$ cat src/rtl/processor_pkg.sv
// Shared encodings for the processor sequencer: opcodes, ALU functions and FSM states.
// Opcodes are plain integers so they can be compared against any OPC_W opcode field.
package processor_pkg;

    localparam int unsigned OP_NOP   = 32'h0;
    localparam int unsigned OP_LOAD  = 32'h1;
    localparam int unsigned OP_STORE = 32'h2;
    localparam int unsigned OP_ADD   = 32'h3;
    localparam int unsigned OP_SUB   = 32'h4;
    localparam int unsigned OP_AND   = 32'h5;
    localparam int unsigned OP_OR    = 32'h6;
    localparam int unsigned OP_XOR   = 32'h7;
    localparam int unsigned OP_LDI   = 32'h8;
    localparam int unsigned OP_JMP   = 32'h9;
    localparam int unsigned OP_JZ    = 32'hA;
    localparam int unsigned OP_JNZ   = 32'hB;
    localparam int unsigned OP_HALT  = 32'hF;

    typedef enum logic [2:0] {
        ALU_PASS_B = 3'd0,
        ALU_ADD    = 3'd1,
        ALU_SUB    = 3'd2,
        ALU_AND    = 3'd3,
        ALU_OR     = 3'd4,
        ALU_XOR    = 3'd5
    } alu_op_e;

    typedef enum logic [2:0] {
        StFetch   = 3'd0,
        StDecode  = 3'd1,
        StOpFetch = 3'd2,
        StOpLatch = 3'd3,
        StExecute = 3'd4,
        StHalt    = 3'd5
    } state_e;

    // Instructions that carry an operand word after the opcode word.
    function automatic logic is_two_word(input int unsigned op);
        return (op == OP_LDI) || (op == OP_JMP) || (op == OP_JZ) || (op == OP_JNZ);
    endfunction

endpackage

$ cat src/rtl/processor_decode.sv
// Combinational strobe decoder: maps FSM state and the latched instruction word onto
// datapath enables, ALU function, halted and the illegal-instruction flag.
module processor_decode
    import processor_pkg::*;
#(
    parameter int unsigned DATA_W   = 8,
    parameter int unsigned OPC_W    = 4,
    parameter int unsigned NUM_REGS = 2
) (
    input  logic [2:0]        i_state,
    input  logic [DATA_W-1:0] i_ir,
    output logic              o_reg_ce,
    output logic              o_reg_oe,
    output logic              o_load_en,
    output logic              o_store_en,
    output logic              o_acu_we,
    output logic [2:0]        o_alu_op,
    output logic              o_imm_oe,
    output logic              o_illegal,
    output logic              o_halted
);

    localparam int unsigned OPR_W = DATA_W - OPC_W;

    logic [OPC_W-1:0] w_opcode;
    logic [OPR_W-1:0] w_operand;
    int unsigned      w_op;
    logic             w_reg_ok;
    logic             w_exec;
    alu_op_e          w_alu;

    assign w_opcode  = i_ir[DATA_W-1 -: OPC_W];
    assign w_operand = i_ir[OPR_W-1:0];
    assign w_op      = 32'(w_opcode);
    assign w_reg_ok  = 32'(w_operand) < NUM_REGS;
    assign w_exec    = (i_state == StExecute);
    assign o_alu_op  = w_alu;

    always_comb begin
        o_reg_ce   = 1'b0;
        o_reg_oe   = 1'b0;
        o_load_en  = 1'b0;
        o_store_en = 1'b0;
        o_acu_we   = 1'b0;
        o_imm_oe   = 1'b0;
        o_illegal  = 1'b0;
        o_halted   = (i_state == StHalt);
        w_alu      = ALU_PASS_B;

        if (w_exec) begin
            case (w_op)
                OP_NOP, OP_JMP, OP_JZ, OP_JNZ: begin
                end
                OP_LOAD: begin
                    if (w_reg_ok) begin
                        o_reg_oe  = 1'b1;
                        o_load_en = 1'b1;
                        o_acu_we  = 1'b1;
                    end else begin
                        o_illegal = 1'b1;
                    end
                end
                OP_STORE: begin
                    if (w_reg_ok) begin
                        o_reg_ce   = 1'b1;
                        o_store_en = 1'b1;
                    end else begin
                        o_illegal = 1'b1;
                    end
                end
                OP_ADD, OP_SUB, OP_AND, OP_OR, OP_XOR: begin
                    if (w_reg_ok) begin
                        o_reg_oe = 1'b1;
                        o_acu_we = 1'b1;
                        case (w_op)
                            OP_ADD:  w_alu = ALU_ADD;
                            OP_SUB:  w_alu = ALU_SUB;
                            OP_AND:  w_alu = ALU_AND;
                            OP_OR:   w_alu = ALU_OR;
                            default: w_alu = ALU_XOR;
                        endcase
                    end else begin
                        o_illegal = 1'b1;
                    end
                end
                OP_LDI: begin
                    o_imm_oe = 1'b1;
                    o_acu_we = 1'b1;
                end
                // HALT reports halted already in its EXECUTE cycle, then stays in StHalt.
                OP_HALT: o_halted = 1'b1;
                default: o_illegal = 1'b1;
            endcase
        end
    end

endmodule

$ cat src/rtl/processor_ctrl.sv
// Fetch/decode/execute sequencer: owns the FSM and the pc, instruction and operand
// registers; datapath enables come from processor_decode.
module processor_ctrl
    import processor_pkg::*;
#(
    parameter  int unsigned DATA_W    = 8,
    parameter  int unsigned PC_W      = 5,
    parameter  int unsigned OPC_W     = 4,
    parameter  int unsigned NUM_REGS  = 2,
    localparam int unsigned REG_SEL_W = (NUM_REGS > 2) ? $clog2(NUM_REGS) : 1
) (
    input  logic                 clk,
    input  logic                 rstn,
    input  logic                 run,
    input  logic [DATA_W-1:0]    prog_data,
    input  logic                 acu_zero,
    output logic [PC_W-1:0]      prog_addr,
    output logic [REG_SEL_W-1:0] reg_sel,
    output logic                 reg_ce,
    output logic                 reg_oe,
    output logic                 load_en,
    output logic                 store_en,
    output logic                 acu_we,
    output logic [2:0]           alu_op,
    output logic                 imm_oe,
    output logic [DATA_W-1:0]    imm_data,
    output logic [OPC_W-1:0]     instr_code,
    output logic                 halted,
    output logic                 illegal_instr
);

    state_e            r_state;
    logic [PC_W-1:0]   r_pc;
    logic [DATA_W-1:0] r_ir;
    logic [DATA_W-1:0] r_opr;

    int unsigned       w_op;
    int unsigned       w_next_op;
    logic [PC_W-1:0]   w_jump_tgt;
    logic              w_take_jump;

    assign w_op       = 32'(r_ir[DATA_W-1 -: OPC_W]);
    assign w_next_op  = 32'(prog_data[DATA_W-1 -: OPC_W]);
    // Truncates when PC_W < DATA_W, zero-extends when PC_W > DATA_W.
    assign w_jump_tgt = PC_W'(r_opr);

    always_comb begin
        w_take_jump = 1'b0;
        case (w_op)
            OP_JMP:  w_take_jump = 1'b1;
            OP_JZ:   w_take_jump = acu_zero;
            OP_JNZ:  w_take_jump = ~acu_zero;
            default: w_take_jump = 1'b0;
        endcase
    end

    always_ff @(posedge clk or negedge rstn) begin
        if (!rstn) begin
            r_state <= StFetch;
            r_pc    <= '0;
            r_ir    <= '0;
            r_opr   <= '0;
        end else begin
            case (r_state)
                StFetch: begin
                    if (run) r_state <= StDecode;
                end
                StDecode: begin
                    r_ir    <= prog_data;
                    r_pc    <= r_pc + 1'b1;
                    r_state <= is_two_word(w_next_op) ? StOpFetch : StExecute;
                end
                StOpFetch: begin
                    r_state <= StOpLatch;
                end
                StOpLatch: begin
                    r_opr   <= prog_data;
                    r_pc    <= r_pc + 1'b1;
                    r_state <= StExecute;
                end
                StExecute: begin
                    if (w_take_jump) r_pc <= w_jump_tgt;
                    r_state <= (w_op == OP_HALT) ? StHalt : StFetch;
                end
                StHalt: begin
                    r_state <= StHalt;
                end
                default: r_state <= StFetch;
            endcase
        end
    end

    assign prog_addr  = r_pc;
    assign reg_sel    = r_ir[REG_SEL_W-1:0];
    assign imm_data   = r_opr;
    assign instr_code = r_ir[DATA_W-1 -: OPC_W];

    processor_decode #(
        .DATA_W   (DATA_W),
        .OPC_W    (OPC_W),
        .NUM_REGS (NUM_REGS)
    ) u_decode (
        .i_state    (r_state),
        .i_ir       (r_ir),
        .o_reg_ce   (reg_ce),
        .o_reg_oe   (reg_oe),
        .o_load_en  (load_en),
        .o_store_en (store_en),
        .o_acu_we   (acu_we),
        .o_alu_op   (alu_op),
        .o_imm_oe   (imm_oe),
        .o_illegal  (illegal_instr),
        .o_halted   (halted)
    );

endmodule

$ cat config.mk
export PLATFORM = sky130hd
export DESIGN_NAME = processor_ctrl
export DESIGN_NICKNAME = d
export VERILOG_FILES = /design/src/rtl/processor_pkg.sv /design/src/rtl/processor_decode.sv /design/src/rtl/processor_ctrl.sv
export SDC_FILE = /design/constraint.sdc
export NUM_CORES = 1
export LEC_CHECK = 0
export BUFFER_PORTS_ARGS = -buffer_cell sky130_fd_sc_hd__buf_4
export CAP_MARGIN = 20
export CORE_MARGIN = 4
export CORE_UTILIZATION = 40
export CTS_CLUSTER_SIZE = 28
export DETAILED_ROUTE_END_ITERATION = 7
export GPL_TIMING_DRIVEN = 0
export PLACE_DENSITY_LB_ADDON = 0.12
export SLEW_MARGIN = 0
export SYNTH_ARGS = -nofsm -noshare
export SYNTH_HDL_FRONTEND = slang
export SYNTH_SLANG_ARGS = --single-unit
$ cat constraint.sdc
create_clock -name clk -period 1.3 [get_ports clk]
set_input_delay 0.13 -clock clk [delete_from_list [all_inputs] [get_ports clk]]
set_output_delay 0.13 -clock clk [all_outputs]
set_load 0.02 [all_outputs]
==> results of run 1 <==
## registers in the layout, summed over array words and instances, names as in the netlist
signal	flops
r_ir	8
r_state	3
imm_data	8
prog_addr	5
## timing repair
item | in CTS | in global routing
hold buffers | 1 | 0
setup buffers | 12 | 11
cloned | 1 | 0
gates resized for setup | 25 | 14
endpoints found under the setup margin | 32 | 35
pin swaps | 12 | 8
hold endpoints to repair | 24 | 0
## stage by stage
step / utilization / instance area (sq um)
global route: 0.716 / 2180
detailed placement: 0.588 / 1800
finish: 0.716 / 2180
global placement: 0.588 / 1800
CTS: 0.676 / 2060
floorplan: - / 1440
## Yosys cell counts (all sizes together), types with 2 or more instances
master	n
nor4b	2
and3b	2
nand2	2
nor3b	3
a21oi	7
dfrtp	24
and3	3
mux2	16
o21ai	4
nor4	2
nand4	2
nor2b	2
buf	8
inv	2
a211oi	3
nor2	11
## cell families (layout without fill, tap and decap cells)
family	after synthesis	in the layout	share of synthesized area
mux	16	16	0.142
flops	24	24	0.472
compound gates	21	22	0.120
buf+inv	11	77	0.0570
fa+ha+maj	1	1	0.00983
simple gates	37	37	0.200
## worst paths after layout
check                                   from           to  slack (ns)  depth (start not counted)
worst max-delay path                 r_ir[7]     store_en       -0.56                          5
worst min-delay path            prog_data[5]      r_ir[5]        0.03                          2
worst max register to register    r_state[2]      r_ir[7]       -0.18                          6
worst min register to register   imm_data[7]  imm_data[7]        0.53                          1
max in group asynchronous               rstn   r_state[0]        0.82                          2
min in group asynchronous               rstn      r_ir[0]        0.21                          2
## per-layer routing
layer	GRT usage	up-vias	wire length [um]
li1	-	537	-
met1	0.220	556	1530
met2	0.290	30	1690
met3	0.0351	4	155
met4	0.0633	0	47
met5	0	-	0
## worst max-delay path: cells and delay by family (launching register included)
family	cells	cell delay, ns
and+or+nand+nor	3	0.78
buffers and inverters	2	0.19
DFF	1	0.46
## final cells by class
| type | instances | area (sq um) |
|---|---|---|
| repair buffers | 62 | 537 |
| flip-flops and latches | 24 | 604 |
| fillers | 226 | 868 |
| inverters | 2 | 7.51 |
| well taps | 44 | 55.1 |
| plain buffers | 9 | 86.3 |
| clock inverters | 1 | 30.0 |
| clock buffers | 3 | 22.5 |
| multi-input cells | 76 | 842 |
## report_power, final
part	internal [mW]	switching, mW
clock network	0.312	0.237
registers	1.13	0.413
logic	2.02	1.64
total	3.46	2.29
==> metrics.cfg, run 1 <==
[die]
start_util = 0.417
fp.dieW_um = 64.4
io_pins = 41
design.core.area_sq_um = 3050
dieArea_sq_um = 4150
rows = 20
die_y_um = 64.4

[timing]
drv_slew = 0
rsz0062_at_grt = yes
relSlewSlack = 0.736
timing.final.ws_setup_ns = -0.564
whs_ns = 0.0272
tightest_slew_ns = 0.391
period_needed_ns = 1.86
skew_ns = 0.0148
finalSetupViolations = 34
max_freq_mhz = 536
hold_viol = 0
period_share = 1.43
tns_ns = -8.17

[job]
maxCapViolCount = 0

[cts]
cts_sinks = 24
numCtsBuffers = 3
htree_num_levels = 1
insertion_delay_ns = 0.33
clkTransAtPathRegs_ns = 0.14
clockBufferDepth = 2
cts_tree = done
cts_root_buf = clkbuf_4

[place]
port_buffers = 40
gp_congestion = 0.785
hpwlAfterDp_mm = 2.25
place_ws_ns = -0.258
place_inst = 194

[cells_and_area]
antenna_cells = 0
drive_gt1_frac = 0.718
final_common_cell = buf_4
finalNetCount = 191
mostFrequentLayoutCells = buf_4, dfrtp_1, buf_6
fin_cells = 221
syn_to_final_growth_pct = 71.7

[pwr]
p_leak_nw = 0.996
peakVddDrop_mv = 1.35
powerDensity_nw_per_um2 = 2630
p_total_mw = 5.75

[worst_setup_path]
worstSetupPathType = flop to output port
slowest_delay_ns = 0.46
crit_slowest_cell = dfrtp_2
start_kind = flop
cp-end-kind = output port
critical_path_arrival_ns = 1.73
crit_top_cell = buf_6
crit_chain = nor4_4 > and2_4 > and3_4 > buf_6 > buf_6
required_ns = 1.17
crit_path_max_fanout = 5

[synth]
synthTopCellsByArea = dfrtp_1, mux2_1, mux2_2
synth_seq_cells = 24
yosysWarningCount = 0
synth_edf_count = 0
synth_cells = 110
ys_seq_area_frac = 0.472
synth_area_sq_um = 1270
synth_flop_cell = dfrtp_1
syn_avg_cell_area_sq_um = 11.6
synth_top_area_cell = dfrtp_1
synth_nets = 123
synth_cell_types = 42
synthArstFlopShare = 1.00
netlist.area_leader.share = 0.472

[global_routing]
grt_first_pass_wirelength_mm = 5.47
grt_pass1_vias = 1131
grt_max_degree = 25
grt_overflow = 0
antenna_found_initial = 0
gr-usage-all-layers = 0.173

[run_status]
status = finished with violations
violations = negative setup slack

[min_path]
hp-class = primary input to flop

[routing]
drt-pass1-iter-count = 4
route.vias.total = 1127
wl_mm = 3.43
wl_per_cell_um = 15.5
ant_nets = 0
viasPerCell = 5.10
drc = 0
drt_iter0_drc = 36

Note: power is estimated with default switching activity, not from simulation.
==> run 2, diff against run 1 <==
CORE_MARGIN = not set   (was 4)
CTS_BUF_LIST = sky130_fd_sc_hd__clkbuf_8   (was not set)
==> metrics.cfg, run 2 (synthesis results as in run 1) <==
[run_status]
status = finished with violations
violations = negative setup slack

[global_routing]
antenna_found_initial = 0  ; unchanged
gr-usage-all-layers = 0.209  ; +0.0355
grt_first_pass_wirelength_mm = 5.30  ; -3.1%
grt_pass1_vias = 1092  ; -3.4%
grt_overflow = 0  ; unchanged
grt_max_degree = 25  ; unchanged

[cells_and_area]
mostFrequentLayoutCells = buf_4, buf_6, dfrtp_1
fin_area_sq_um = 2240  ; +2.6%
final_common_cell = buf_4
multi_input_area_sq_um = 856  ; +1.6%
seqCellArea_sq_um = 607  ; +0.41%
antenna_cells = 0  ; unchanged
syn_to_final_growth_pct = 76.1
finalNetCount = 193  ; +1.0%
fillCellCount = 214  ; -5.3%
drive_gt1_frac = 0.737  ; +0.0199

[die]
fp.dieW_um = 58.4  ; -9.3%
dieArea_sq_um = 3410  ; -18%
rows = 20  ; unchanged
design.core.area_sq_um = 3030  ; -0.82%
die_y_um = 58.4  ; -9.3%
start_util = 0.420  ; +0.00344
io_pins = 41  ; unchanged

[worst_setup_path]
cp-end-kind = output port
path_delay_family = simple AND/OR/NAND/NOR gates
worstSetupPathType = flop to output port
critical_path_arrival_ns = 1.66  ; -0.07 ns
crit_path_max_fanout = 5  ; unchanged
required_ns = 1.17  ; about the same
crit_buf_inv = 2  ; unchanged
slowest_delay_ns = 0.42  ; -0.04 ns
rr_endpoint = r_ir[7]
start_kind = flop
r2r_setup_slack_ns = -0.17  ; about the same
crit_slowest_cell = dfrtp_1
crit_chain = nor4_4 > and2_4 > and3_4 > buf_6 > buf_6
crit_top_cell = buf_6
reg2reg_from = r_state[2]
ff2ff_path_depth = 6  ; unchanged

[cts]
cts_sinks = 24  ; unchanged
htree_num_levels = 1  ; unchanged
numCtsBuffers = 3  ; unchanged
cts_tree = done
clkTransAtPathRegs_ns = 0.09  ; -0.05 ns
cts_root_buf = clkbuf_8
clockBufferDepth = 2  ; unchanged
insertion_delay_ns = 0.27  ; -0.06 ns

[pwr]
peakVddDrop_mv = 1.43  ; +5.9%
powerDensity_nw_per_um2 = 2660  ; +1.2%
p_leak_nw = 1.01  ; +1.7%
p_total_mw = 5.97  ; +3.8%

[timing]
tns_ns = -7.41  ; +0.763 ns
timing.final.ws_setup_ns = -0.492  ; +0.0720 ns
whs_ns = 0.0911  ; +0.0639 ns
period_share = 1.38  ; -0.0554
rsz0062_at_grt = yes
skew_ns = 0.00845  ; -0.00633 ns
finalSetupViolations = 33  ; -2.9%
hold_viol = 0  ; unchanged
period_needed_ns = 1.79  ; -0.0720 ns
max_freq_mhz = 558  ; +4.0%
relSlewSlack = 0.788  ; +0.0525
tightest_slew_ns = 0.315  ; -0.0756 ns
drv_slew = 0  ; unchanged

[min_path]
hp-class = primary input to flop
min_to = imm_data[2]
worstHoldPathCells = 2  ; unchanged
hold_start = prog_data[2]

[routing]
viasPerCell = 5.18  ; +1.6%
route.vias.total = 1155  ; +2.5%
wl_mm = 3.58  ; +4.6%
drt_iter0_drc = 26  ; -28%
drt-pass1-iter-count = 6  ; +2
ant_nets = 0  ; unchanged
wl_per_cell_um = 16.1  ; +3.7%
drc = 0  ; unchanged

[place]
port_buffers = 40  ; unchanged
gp_congestion = 0.729  ; -7.1%
place_area_sq_um = 1800  ; unchanged
hpwlAfterDp_mm = 2.11  ; -6.4%

[job]
maxCapViolCount = 0  ; unchanged

## run 2: cell types whose count changed in the layout (fill, tap and decap cells not counted), moves of 2 or more
cell,before,now
clkbuf_4,3,0
clkbuf_8,0,4
dfrtp_1,21,19
dfrtp_2,3,5
## run 2: routing by layer
metal | vias to the layer above | part of all wire | track usage
li1 | 538 | - | -
met1 | 579 | 0.43 | 0.275
met2 | 34 | 0.53 | 0.361
met3 | 4 | 0.033 | 0.0308
met4 | 0 | 0.011 | 0.0544
met5 | - | 0 | 0
## run 2: where the power goes
group	leakage [nW]	switching (mW)	internal [mW]
clock	0.0357	0.250	0.412
combinational	0.701	1.66	2.05
sequential	0.276	0.457	1.14
total	1.01	2.37	3.60
## run 2: worst reg2reg max path: cells and delay by family, from the launching register on
| family | cells | cell delay, ns |
|---|---|---|
| buf+inv | 3 | 0.37 |
| simple gates | 2 | 0.29 |
| mux | 1 | 0.30 |
| flops | 1 | 0.39 |
## run 2: worst max-delay path by stage
stage	start	end	cells after the start
floorplan	r_ir[1]	store_en	4
global placement	r_ir[1]	store_en	5
detailed placement	r_ir[1]	store_en	5
CTS	r_ir[3]	store_en	5
global route	r_ir[3]	store_en	5
finish	r_ir[3]	store_en	5
## run 2: final cells by class
cell class              instances  share of cell area
multi-input cells              76               0.382
clock buffers                   3              0.0184
clock inverters                 1              0.0134
flip-flops and latches         24               0.271
plain buffers                   8              0.0346
repair buffers                 65               0.253
well taps                      44              0.0246
inverters                       2             0.00335
## run 2: metrics by stage
| stage | instances | util | worst slack (ns) |
|---|---|---|---|
| 2_1_floorplan | 110 | - | -0.122 |
| 3_3_place_gp | 194 | 0.593 | -0.229 |
| 3_5_place_dp | 194 | 0.593 | -0.260 |
| 4_1_cts | 214 | 0.693 | -0.463 |
| 5_1_grt | 223 | 0.740 | -0.566 |
| 6_report | 223 | 0.740 | -0.492 |
## run 2: repair_timing
item | 4_1_cts | 5_1_grt
hold buffers | 1 | 0
endpoints found under the setup margin | 33 | 36
gates cloned | 1 | 0
pin swaps | 13 | 10
resized for setup | 25 | 18
buffers inserted | 14 | 10
endpoints found under the hold margin | 24 | 0
==> run 3, diff against run 2 <==
GPL_TIMING_DRIVEN = 1   (was 0)
TNS_END_PERCENT = 5   (was not set)
==> metrics.cfg, run 3 (synthesis results as in run 1) <==
[routing]
wl_mm = 3.00  ; -16%
wl_per_cell_um = 14.4  ; -10%
drc = 0  ; unchanged
route.vias.total = 1064  ; -7.9%
drt-pass1-iter-count = 4  ; -2
ant_nets = 0  ; unchanged
drt_iter0_drc = 32  ; +23%
viasPerCell = 5.12  ; -1.2%

[worst_setup_path]
start_kind = flop
rr_endpoint = prog_addr[1]
crit_path_max_fanout = 7  ; +2
crit_slowest_cell = dfrtp_2
critical_path_arrival_ns = 1.57  ; -0.09 ns
reg2reg_from = r_ir[7]
ff2ff_path_depth = 7  ; +1
slowest_delay_ns = 0.49  ; +0.07 ns
cp-end-kind = output port
required_ns = 1.17  ; about the same
r2r_setup_slack_ns = -0.05  ; +0.12 ns
worstSetupPathType = flop to output port
crit_chain = or3b_4 > nor4_4 > buf_4
crit_path_start = r_state[0]

[cts]
cts_tree = done
insertion_delay_ns = 0.27  ; about the same
cts_root_buf = clkbuf_8
clockBufferDepth = 2  ; unchanged
cts_sinks = 24  ; unchanged
numCtsBuffers = 3  ; unchanged
htree_num_levels = 1  ; unchanged
clkTransAtPathRegs_ns = 0.08  ; about the same

[timing]
hold_viol = 0  ; unchanged
period_share = 1.31  ; -0.0734
whs_ns = 0.0782  ; -0.0128 ns
drv_slew = 0  ; unchanged
tightest_slew_ns = 0.306  ; -0.00854 ns
tns_ns = -4.28  ; +3.13 ns
skew_ns = 0.00261  ; -0.00584 ns
period_needed_ns = 1.70  ; -0.0955 ns
timing.final.ws_setup_ns = -0.397  ; +0.0955 ns
finalSetupViolations = 31  ; -6.1%
max_freq_mhz = 589  ; +5.6%
rsz0062_at_grt = yes
relSlewSlack = 0.796  ; +0.00727

[pwr]
powerDensity_nw_per_um2 = 2500  ; -6.0%
peakVddDrop_mv = 1.09  ; -24%
p_leak_nw = 0.862  ; -15%

[cells_and_area]
drive_gt1_frac = 0.646  ; -0.0911
mostFrequentLayoutCells = buf_4, dfrtp_1, buf_6
final_common_cell = buf_4
fin_area_sq_um = 1930  ; -14%
multi_input_area_sq_um = 733  ; -14%
final_core_util = 0.638  ; -0.102
finalNetCount = 179  ; -7.3%
syn_to_final_growth_pct = 51.8
fillCellCount = 246  ; +15%
seqCellArea_sq_um = 608  ; +0.21%
antenna_cells = 0  ; unchanged

[die]
design.core.area_sq_um = 3030  ; unchanged
rows = 20  ; unchanged
die_y_um = 58.4  ; unchanged
start_util = 0.420  ; unchanged
dieArea_sq_um = 3410  ; unchanged
fp.dieW_um = 58.4  ; unchanged
io_pins = 41  ; unchanged

[run_status]
violations = negative setup slack
status = finished with violations

[global_routing]
grt_overflow = 0  ; unchanged
grt_pass1_vias = 1016  ; -7.0%
grt_first_pass_wirelength_mm = 4.71  ; -11%
grt_max_degree = 25  ; unchanged
antenna_found_initial = 0  ; unchanged
gr-usage-all-layers = 0.184  ; -0.0250

[place]
place_area_sq_um = 1740  ; -3.0%
gp_congestion = 0.769  ; +5.5%
hpwlAfterDp_mm = 2.19  ; +4.1%
place_ws_ns = -0.130  ; +0.130 ns
port_buffers = 40  ; unchanged

[min_path]
min_to = imm_data[0]
worstHoldPathCells = 2  ; unchanged
hp-class = primary input to flop
hold_start = prog_data[0]

[job]
maxCapViolCount = 0  ; unchanged

-- run 3: cell types whose count changed in the layout (fill, tap and decap cells not counted), sizes merged --
| cell | before | now |
|---|---|---|
| bufinv | 1 | 0 |
| clkbuf | 4 | 3 |
| buf | 71 | 59 |
| o211ai | 2 | 1 |
-- run 3: timing repair --
action / CTS / global route
setup endpoints to repair: 32 / 33
hold endpoints to repair: 24 / 0
hold buffers: 1 / 0
pin swaps: 4 / 8
resized for setup: 11 / 25
buffers inserted: 1 / 1
-- run 3: through the flow --
step | instances | total power [mW]
3_5_place_dp | 202 | 4.09
4_1_cts | 207 | 4.62
5_1_grt | 208 | 5.13
6_report | 208 | 4.84
3_3_place_gp | 202 | 4.02
2_1_floorplan | 110 | 3.10
-- run 3: worst max path at each step --
stage	endpoint	slack, ns	cells after the start
3_5_place_dp	load_en	-0.13	5
6_report	illegal_instr	-0.40	3
3_3_place_gp	load_en	-0.10	5
5_1_grt	load_en	-0.48	5
2_1_floorplan	store_en	-0.12	4
4_1_cts	load_en	-0.39	5
-- run 3: final cells by class --
type                       count  area share
tap                           44      0.0285
inverter                       2     0.00389
multi-input combinational     75       0.380
timing repair buffer          60       0.252
sequential                    24       0.315
clock buffer                   3      0.0214
-- run 3: where the power goes --
part | internal, mW | switching, mW | leakage (nW)
sequential | 1.14 | 0.435 | 0.274
combinational | 1.43 | 1.38 | 0.566
clock | 0.208 | 0.240 | 0.0216
total | 2.78 | 2.06 | 0.862
-- run 3: worst max-delay path: cells and delay by family (launching register included) --
family	cells	cell delay [ns]
and+or+nand+nor	2	0.62
DFF	1	0.49
buffers and inverters	1	0.18
-- run 3: metal layers --
metal,up-vias,GRT usage,share of wire
li1,518,-,-
met3,5,0.0352,0.039
met1,509,0.252,0.46
met4,0,0.0714,0.013
met2,32,0.287,0.49
met5,-,0,0
